### config.mk
export PLATFORM = sky130hd
export DESIGN_NAME = ascon_perm_seq
export DESIGN_NICKNAME = d
export VERILOG_FILES = /design/src/rtl/ascon_pack.sv /design/src/rtl/p.sv /design/src/rtl/ascon_perm_seq.sv
export SDC_FILE = /design/constraint.sdc
export NUM_CORES = 2
export LEC_CHECK = 0
export CAP_MARGIN = 20
export CORE_AREA = 2 2 258 260
export CTS_CLUSTER_SIZE = 28
export DETAILED_ROUTE_END_ITERATION = 6
export DIE_AREA = 0 0 260 262
export HOLD_SLACK_MARGIN = 0.08
export PLACE_DENSITY = 0.78
export SETUP_SLACK_MARGIN = 0.15
export SLEW_MARGIN = 5
export SYNTH_ARGS = -nofsm -noshare
export SYNTH_HDL_FRONTEND = slang
export SYNTH_SLANG_ARGS = --single-unit
### constraint.sdc
create_clock -name clock_i -period 2.7 [get_ports clock_i]
set_input_delay 0.675 -clock clock_i [delete_from_list [all_inputs] [get_ports clock_i]]
set_output_delay 0.675 -clock clock_i [all_outputs]
set_load 0.01 [all_outputs]
### src/rtl/ascon_pack.sv
// Shared ASCON types and constants: 320-bit state, round counts, sequencer states.
package ascon_pack;

   typedef struct packed {
      logic [63:0] x0;
      logic [63:0] x1;
      logic [63:0] x2;
      logic [63:0] x3;
      logic [63:0] x4;
   } type_state;

   localparam int unsigned ROUNDS_A   = 12;
   localparam int unsigned ROUNDS_B   = 6;
   localparam int unsigned MAX_ROUNDS = 12;

   typedef enum logic [1:0] {
      StIdle,
      StRun,
      StDone
   } seq_state_e;

   function automatic logic [63:0] rotr(input logic [63:0] x, input int unsigned n);
      return (x >> n) | (x << (64 - n));
   endfunction

endpackage

### src/rtl/p.sv
// Combinational single ASCON round: constant addition, 5-bit S-box layer, linear diffusion.
module p
   import ascon_pack::*;
#(
   parameter int unsigned CNT_W = 4
) (
   input  type_state          pin_i,
   input  logic [CNT_W-1:0]   roundp_i,
   output type_state          pout_o
);

   logic [3:0]  w_r;
   logic [63:0] w_a0, w_a1, w_a2, w_a3, w_a4;
   logic [63:0] w_t0, w_t1, w_t2, w_t3, w_t4;

   // Round constant for index r of the 12-round schedule is {15-r, r} = {~r, r}.
   assign w_r = 4'(roundp_i);

   always_comb begin
      w_a0 = pin_i.x0;
      w_a1 = pin_i.x1;
      w_a2 = pin_i.x2 ^ {56'd0, ~w_r, w_r};
      w_a3 = pin_i.x3;
      w_a4 = pin_i.x4;

      w_a0 = w_a0 ^ w_a4;
      w_a4 = w_a4 ^ w_a3;
      w_a2 = w_a2 ^ w_a1;
      w_t0 = ~w_a0 & w_a1;
      w_t1 = ~w_a1 & w_a2;
      w_t2 = ~w_a2 & w_a3;
      w_t3 = ~w_a3 & w_a4;
      w_t4 = ~w_a4 & w_a0;
      w_a0 = w_a0 ^ w_t1;
      w_a1 = w_a1 ^ w_t2;
      w_a2 = w_a2 ^ w_t3;
      w_a3 = w_a3 ^ w_t4;
      w_a4 = w_a4 ^ w_t0;
      w_a1 = w_a1 ^ w_a0;
      w_a0 = w_a0 ^ w_a4;
      w_a3 = w_a3 ^ w_a2;
      w_a2 = ~w_a2;

      pout_o.x0 = w_a0 ^ rotr(w_a0, 19) ^ rotr(w_a0, 28);
      pout_o.x1 = w_a1 ^ rotr(w_a1, 61) ^ rotr(w_a1, 39);
      pout_o.x2 = w_a2 ^ rotr(w_a2, 1)  ^ rotr(w_a2, 6);
      pout_o.x3 = w_a3 ^ rotr(w_a3, 10) ^ rotr(w_a3, 17);
      pout_o.x4 = w_a4 ^ rotr(w_a4, 7)  ^ rotr(w_a4, 41);
   end

endmodule

### src/rtl/ascon_perm_seq.sv
// Multi-cycle ASCON permutation: loads a state, applies the last N rounds of the
// 12-round schedule one per clock, then pulses done_o for one cycle.
module ascon_perm_seq
   import ascon_pack::*;
#(
   parameter int unsigned MAX_ROUNDS = 12,
   parameter int unsigned CNT_W      = 4
) (
   input  logic              clock_i,
   input  logic              resetb_i,
   input  logic              start_i,
   input  logic [CNT_W-1:0]  nrounds_i,
   input  type_state         state_i,
   output type_state         state_o,
   output logic              busy_o,
   output logic              done_o,
   output logic [CNT_W-1:0]  round_o
);

   localparam logic [CNT_W-1:0] MaxR    = CNT_W'(MAX_ROUNDS);
   localparam logic [CNT_W-1:0] LastIdx = CNT_W'(MAX_ROUNDS - 1);

   seq_state_e       r_fsm;
   type_state        r_state;
   logic [CNT_W-1:0] r_cnt;
   type_state        w_pout;
   logic [CNT_W-1:0] w_neff;

   assign w_neff = (nrounds_i > MaxR) ? MaxR : nrounds_i;

   p #(
      .CNT_W (CNT_W)
   ) u_p (
      .pin_i    (r_state),
      .roundp_i (r_cnt),
      .pout_o   (w_pout)
   );

   always_ff @(posedge clock_i or negedge resetb_i) begin
      if (!resetb_i) begin
         r_fsm   <= StIdle;
         r_state <= '0;
         r_cnt   <= '0;
      end else begin
         unique case (r_fsm)
            StIdle: begin
               if (start_i) begin
                  r_state <= state_i;
                  // Start late in the schedule so the final round is always index 11.
                  r_cnt   <= MaxR - w_neff;
                  r_fsm   <= (w_neff != '0) ? StRun : StDone;
               end
            end
            StRun: begin
               r_state <= w_pout;
               if (r_cnt == LastIdx) begin
                  r_fsm <= StDone;
               end else begin
                  r_cnt <= r_cnt + 1'b1;
               end
            end
            StDone:  r_fsm <= StIdle;
            default: r_fsm <= StIdle;
         endcase
      end
   end

   assign state_o = r_state;
   assign round_o = r_cnt;
   assign busy_o  = (r_fsm != StIdle);
   assign done_o  = (r_fsm == StDone);

endmodule

Word level (Yosys, flattened, before mapping)

Index checks and enable logic that the tools add are counted.

Add/sub/neg operators: 2
Order comparisons: 1
Equal/unequal tests: 6
Mux-type cells: 10
Bitwise operators: 44
Reduce and logical (&&, ||, !) cells: 7

Operators by type and width:

| operator                                    | number |
|---|---|
| bitwise XOR 64 bit                          | 21 |
| case mux 320 bit (2 select lines)           | 1 |
| inverter 64 bit                             | 6 |
| AND 64 bit                                  | 5 |
| two-way mux 320 bit                         | 1 |
| bitwise OR 23 x 64 -> 64 bit                | 1 |
| bitwise OR 25 x 64 -> 64 bit                | 1 |
| bitwise OR 3 x 64 -> 64 bit                 | 1 |
| bitwise OR 36 x 64 -> 64 bit                | 1 |
| bitwise OR 45 x 64 -> 64 bit                | 1 |
| bitwise OR 47 x 64 -> 64 bit                | 1 |
| bitwise OR 54 x 64 -> 64 bit                | 1 |
| bitwise OR 57 x 64 -> 64 bit                | 1 |
| bitwise OR 58 x 64 -> 64 bit                | 1 |
| bitwise OR 63 x 64 -> 64 bit                | 1 |
| bitwise XOR 64 x 8 -> 64 bit                | 1 |
| two-way mux 4 bit                           | 3 |
| case mux 4 bit (2 select lines)             | 1 |
| two-way mux 2 bit                           | 3 |
| != test 2 bit, second input constant        | 3 |
| adder 4 x 1 -> 4 bit, second input constant | 1 |
| == test 4 bit, second input constant        | 1 |
| > comparator 4 bit, second input constant   | 1 |
| inverter 4 bit                              | 1 |
| other kinds (9)                             | 11 |

Register bits: 326
Bits of input ports: 327
Output and inout bits: 326
Word-level logic and storage cells: 77

Logic depth before layout (Yosys ltp)

Depth after elaboration: 11
Mapped depth: 8
Mapped depth without buffers: 7

Hierarchy

Synthesis repeated with hierarchy kept, for this count alone.

Cells, all modules: 3390
Area, all modules: 30775.8 um2

Modules (own cells, without submodules):

| module         | instances | cells each | area each (um2) | seq. area each (um2) |
|---|---|---|---|---|
| p              | 1         | 1600       | 15931.5         | 0.0 |
| ascon_perm_seq | 1         | 1790       | 14844.2         | 8157.8 |

Least setup slack after synthesis

No wires, ideal clock.

Path kind: register -> register
Start point: reg r_cnt[2], in the netlist round_o[2]
End point: reg r_state (netlist bit state_o[117])
Library setup time: 0.104 ns
Data arrival time: 2.216 ns
Data required time: 2.596 ns
Slack: 0.380 ns
Cell stages (with the launch flop): 7
Buffers on the path: 0
Period minus slack after synthesis: 2.320 ns
Cell sequence: dfrtp_1 -> xnor2_1 -> ha_1 -> xnor2_1 -> xnor2_2 -> xnor3_1 -> a221oi_1

Word-level cells in the longest chain between the ends: 8

Ends and longest elaborated chain:

| element                           | line                 | text |
|---|---|---|
| start, declared                   | ascon_perm_seq.sv:25 | `logic [CNT_W-1:0] r_cnt;` |
| start signal, assigned            | ascon_perm_seq.sv:50 | `r_cnt <= MaxR - w_neff;` |
| start signal, assigned            | ascon_perm_seq.sv:59 | `r_cnt <= r_cnt + 1'b1;` |
| inverter 4 bit                    | p.sv:22              | `w_a2 = pin_i.x2 ^ {56'd0, ~w_r, w_r};` |
| bitwise XOR 64 x 8 -> 64 bit      | p.sv:22              |  |
| bitwise XOR 64 bit                | p.sv:28              | `w_a2 = w_a2 ^ w_a1;` |
| bitwise XOR 64 bit                | p.sv:36              | `w_a2 = w_a2 ^ w_t3;` |
| bitwise XOR 64 bit                | p.sv:41              | `w_a3 = w_a3 ^ w_a2;` |
| bitwise OR 47 x 64 -> 64 bit      | ascon_pack.sv:23     | `return (x >> n) \| (x << (64 - n));` |
| bitwise XOR 64 bit                | p.sv:47              | `pout_o.x3 = w_a3 ^ rotr(w_a3, 10) ^ rotr(w_a3, 17);` |
| case mux 320 bit (2 select lines) | ascon_perm_seq.sv:45 | `unique case (r_fsm)` |
| end signal, assigned              | ascon_perm_seq.sv:48 | `r_state <= state_i;` |
| end signal, assigned              | ascon_perm_seq.sv:55 | `r_state <= w_pout;` |
| end, declared                     | ascon_perm_seq.sv:24 | `type_state r_state;` |

Every way passes these cells.
A chain may end at the register's enable or synchronous reset.

Worst setup path in the final report

Start point: reg r_state (netlist bit state_o[281])
End point: out state_o[281] in the netlist's numbering

RTL lines:

| element       | line                 | text |
|---|---|---|
| end, declared | ascon_perm_seq.sv:14 | `output type_state state_o,` |

No word-level cell between the ends.

==> results by group <==
Status
  – Status: finished with violations
  – Failing checks: DRC

Yosys
  – Synth Flop Type: dfrtp_1
  – EDFF count, synth: 0
  – Top-area cell type share of the netlist area: 26.79%
  – Synth cell types: 49
  – Post-synth ARST share: 100.0%
  – Post-Syn Area per Cell: 10.31 um2
  – Ys Warns: 0
  – Largest area contributor in the netlist: dfrtp_1
  – Flops & latches, synth: around 330
  – Seq/Total Area, Yosys: 26.79%
  – Synth Instances: 2,953
  – Post-Syn Nets: ~3,400
  – Largest cells by area after synthesis: dfrtp_1, xnor3_1, xnor2_1
  – Count leader, synth: xnor2_1
  – Mapped cell area: ~30,000 um2
  – Synth cell count leaders: xnor2_1, dfrtp_1, xnor3_1

STA
  – Post-route setup slack: 180.8 ps
  – Clock skew: 20.59 ps
  – Minimum clock period: 2519 ps
  – Hold WS: around 560 ps
  – Peak Freq: 397.0 MHz
  – Setup_tns: 0 ps
  – Rel. slew slack: 32.87%
  – Worst Tran Pin Value: 999.3 ps
  – Fin. Hold Viols: 0
  – Final worst-path cycle share: 93.30%
  – Final setup viols: 0
  – RSZ-0062 raised after global routing: yes
  – Slew Limit Fails: 0

Placed design
  – Placed Area: between 40,000 and 50,000 um2
  – RD Place Congestion: ~1.1
  – I/O Buffers: 652
  – Detailed placer's ending HPWL: between 100 and 150 mm
  – Post-placement setup slack: 139.4 ps

CTS
  – CTS tree: yes
  – Max Buffers Root-to-Sink: 3
  – Root Driver: clkbuf_16
  – CTS Sinks: 326
  – Worst-path clk slew: roughly 60 ps
  – Num CTS Buffers: 42
  – H-tree levels: 2
  – Clock Latency Late Sink: 600 ps

Setup path
  – Crit path cell chain: clkdlybuf4s50_1
  – CP Data Required Time: 2030 ps
  – Crit path DAT: 1840 ps
  – CP Launch Type: flop
  – Crit path depth: 1
  – CP bufs+invs: 1
  – Crit-path slowest cell: clkdlybuf4s50_1
  – R2R depth: 5
  – Cell family with most CP delay: buffers and inverters
  – Crit Path Category: reg2out
  – Crit-path max FO: 6
  – Worst path max stage delay: 630 ps
  – Critical path capture point type: output port

Final layout
  – Area growth from synthesis to layout: 38.30%
  – Design area: 42,110 um2
  – Nets@finish: 4,333
  – Share of cells above drive strength 1: 14.74%

Route
  – DR pass1 iterations: 7
  – Detailed Route Iter0 Violations: 3,936
  – DRC: 23
  – Vias: 29,380
  – Post-route ant nets: 0
  – Routed WL: 156.6 mm
  – Routed len/inst: 32.80 um
  – Via density: between 6 and 7

Die
  – Die H: 262 um
  – Initial core utilization: approximately 47%
  – I/O pin total: 653
  – Num rows: 94
  – Area of the die: 68,120 um2
  – DIE WIDTH: roughly 260 um
  – CORE AREA: 65,280 um2

Global routing
  – Antenna violations before repair: 3
  – Vias in the first global route: 27,980
  – GRT Overall Usage: 45.18%
  – First-pass GRT wire length: around 210 mm
  – GRT overflow: 0
  – Largest net degree at the start of global routing: between 100 and 150

Worst hold path
  – Worst hold path type: reg2reg
  – Hold Path Depth: 1

Job
  – Max-cap violations: 0
[metal layers]
| layer | vias to the layer above | track usage [%] | wire length [um] |
|---|---|---|---|
| met5 | - | 0 | 24 |
| met4 | 4 | 27.92 | 11720 |
| met3 | 473 | 12.40 | 19410 |
| met2 | 2168 | 68.87 | 68870 |
| met1 | 14430 | 57.21 | 56570 |
| li1 | 12310 | - | - |
[cell usage in the layout (no fill, tap or decap), types with 130 or more instances in the layout]
cell             count
clkdlybuf4s50_1    649
xnor2_1            408
buf_4              350
dfrtp_1            324
xnor3_1            245
o21ai_0            209
inv_1              202
nor2_1             161
nand2_1            155
xor2_1             149
nor3_1             131
ha_1               130
[through the flow]
step,std cells,util (%)
2_1_floorplan,2953,-
3_3_place_gp,4692,62.21
3_5_place_dp,4692,62.21
4_1_cts,4771,64.42
5_1_grt,4773,64.50
6_report,4774,64.51
[path summary, 6_finish.rpt]
path	to	slack, ps	from
worst min register to register	state_o[130]	560	state_o[130]
worst max-delay path	state_o[281]	180	state_o[281]
max in group asynchronous	state_o[177]	1250	resetb_i
worst min-delay path	state_o[130]	560	state_o[130]
worst max register to register	state_o[194]	190	state_o[191]
min in group asynchronous	state_o[151]	640	resetb_i
[layout make-up]
| cell class | count | area [um2] |
|---|---|---|
| inverter | 208 | 784.5 |
| sequential | 326 | 8163 |
| fill | 5368 | 23170 |
| timing repair buffer | 1029 | 9683 |
| tap | 864 | 1081 |
| antenna | 1 | 2.502 |
| clock buffer | 59 | 1269 |
| clock inverter | 18 | 153.9 |
| multi-input combinational | 2269 | 20970 |
[logic make-up after synthesis]
| family | count (synthesis) | share of synthesized area, % |
|---|---|---|
| compound gates | 632 | 14.00 |
| xor+xnor | 897 | 39.41 |
| fa+ha+maj | 161 | 6.411 |
| buf+inv | 358 | 4.533 |
| flops | 326 | 26.79 |
| mux | 5 | 0.1644 |
| simple gates | 574 | 8.683 |
[repair_timing]
action	CTS	global route
pin swaps	1	0
setup buffers	1	2
endpoints found under the hold margin	38	0
hold buffers	1	0
resized for setup	2	6
setup endpoints to repair	3	13
[registers in the layout, summed over array words and instances, names as in the netlist]
| signal | flops |
|---|---|
| round_o | 4 |
| state_o | 320 |
| r_fsm | 2 |
Power is left out: the tool's default activity adds up to more than one toggle a clock period on the data nets, which glitch-free logic cannot reach.
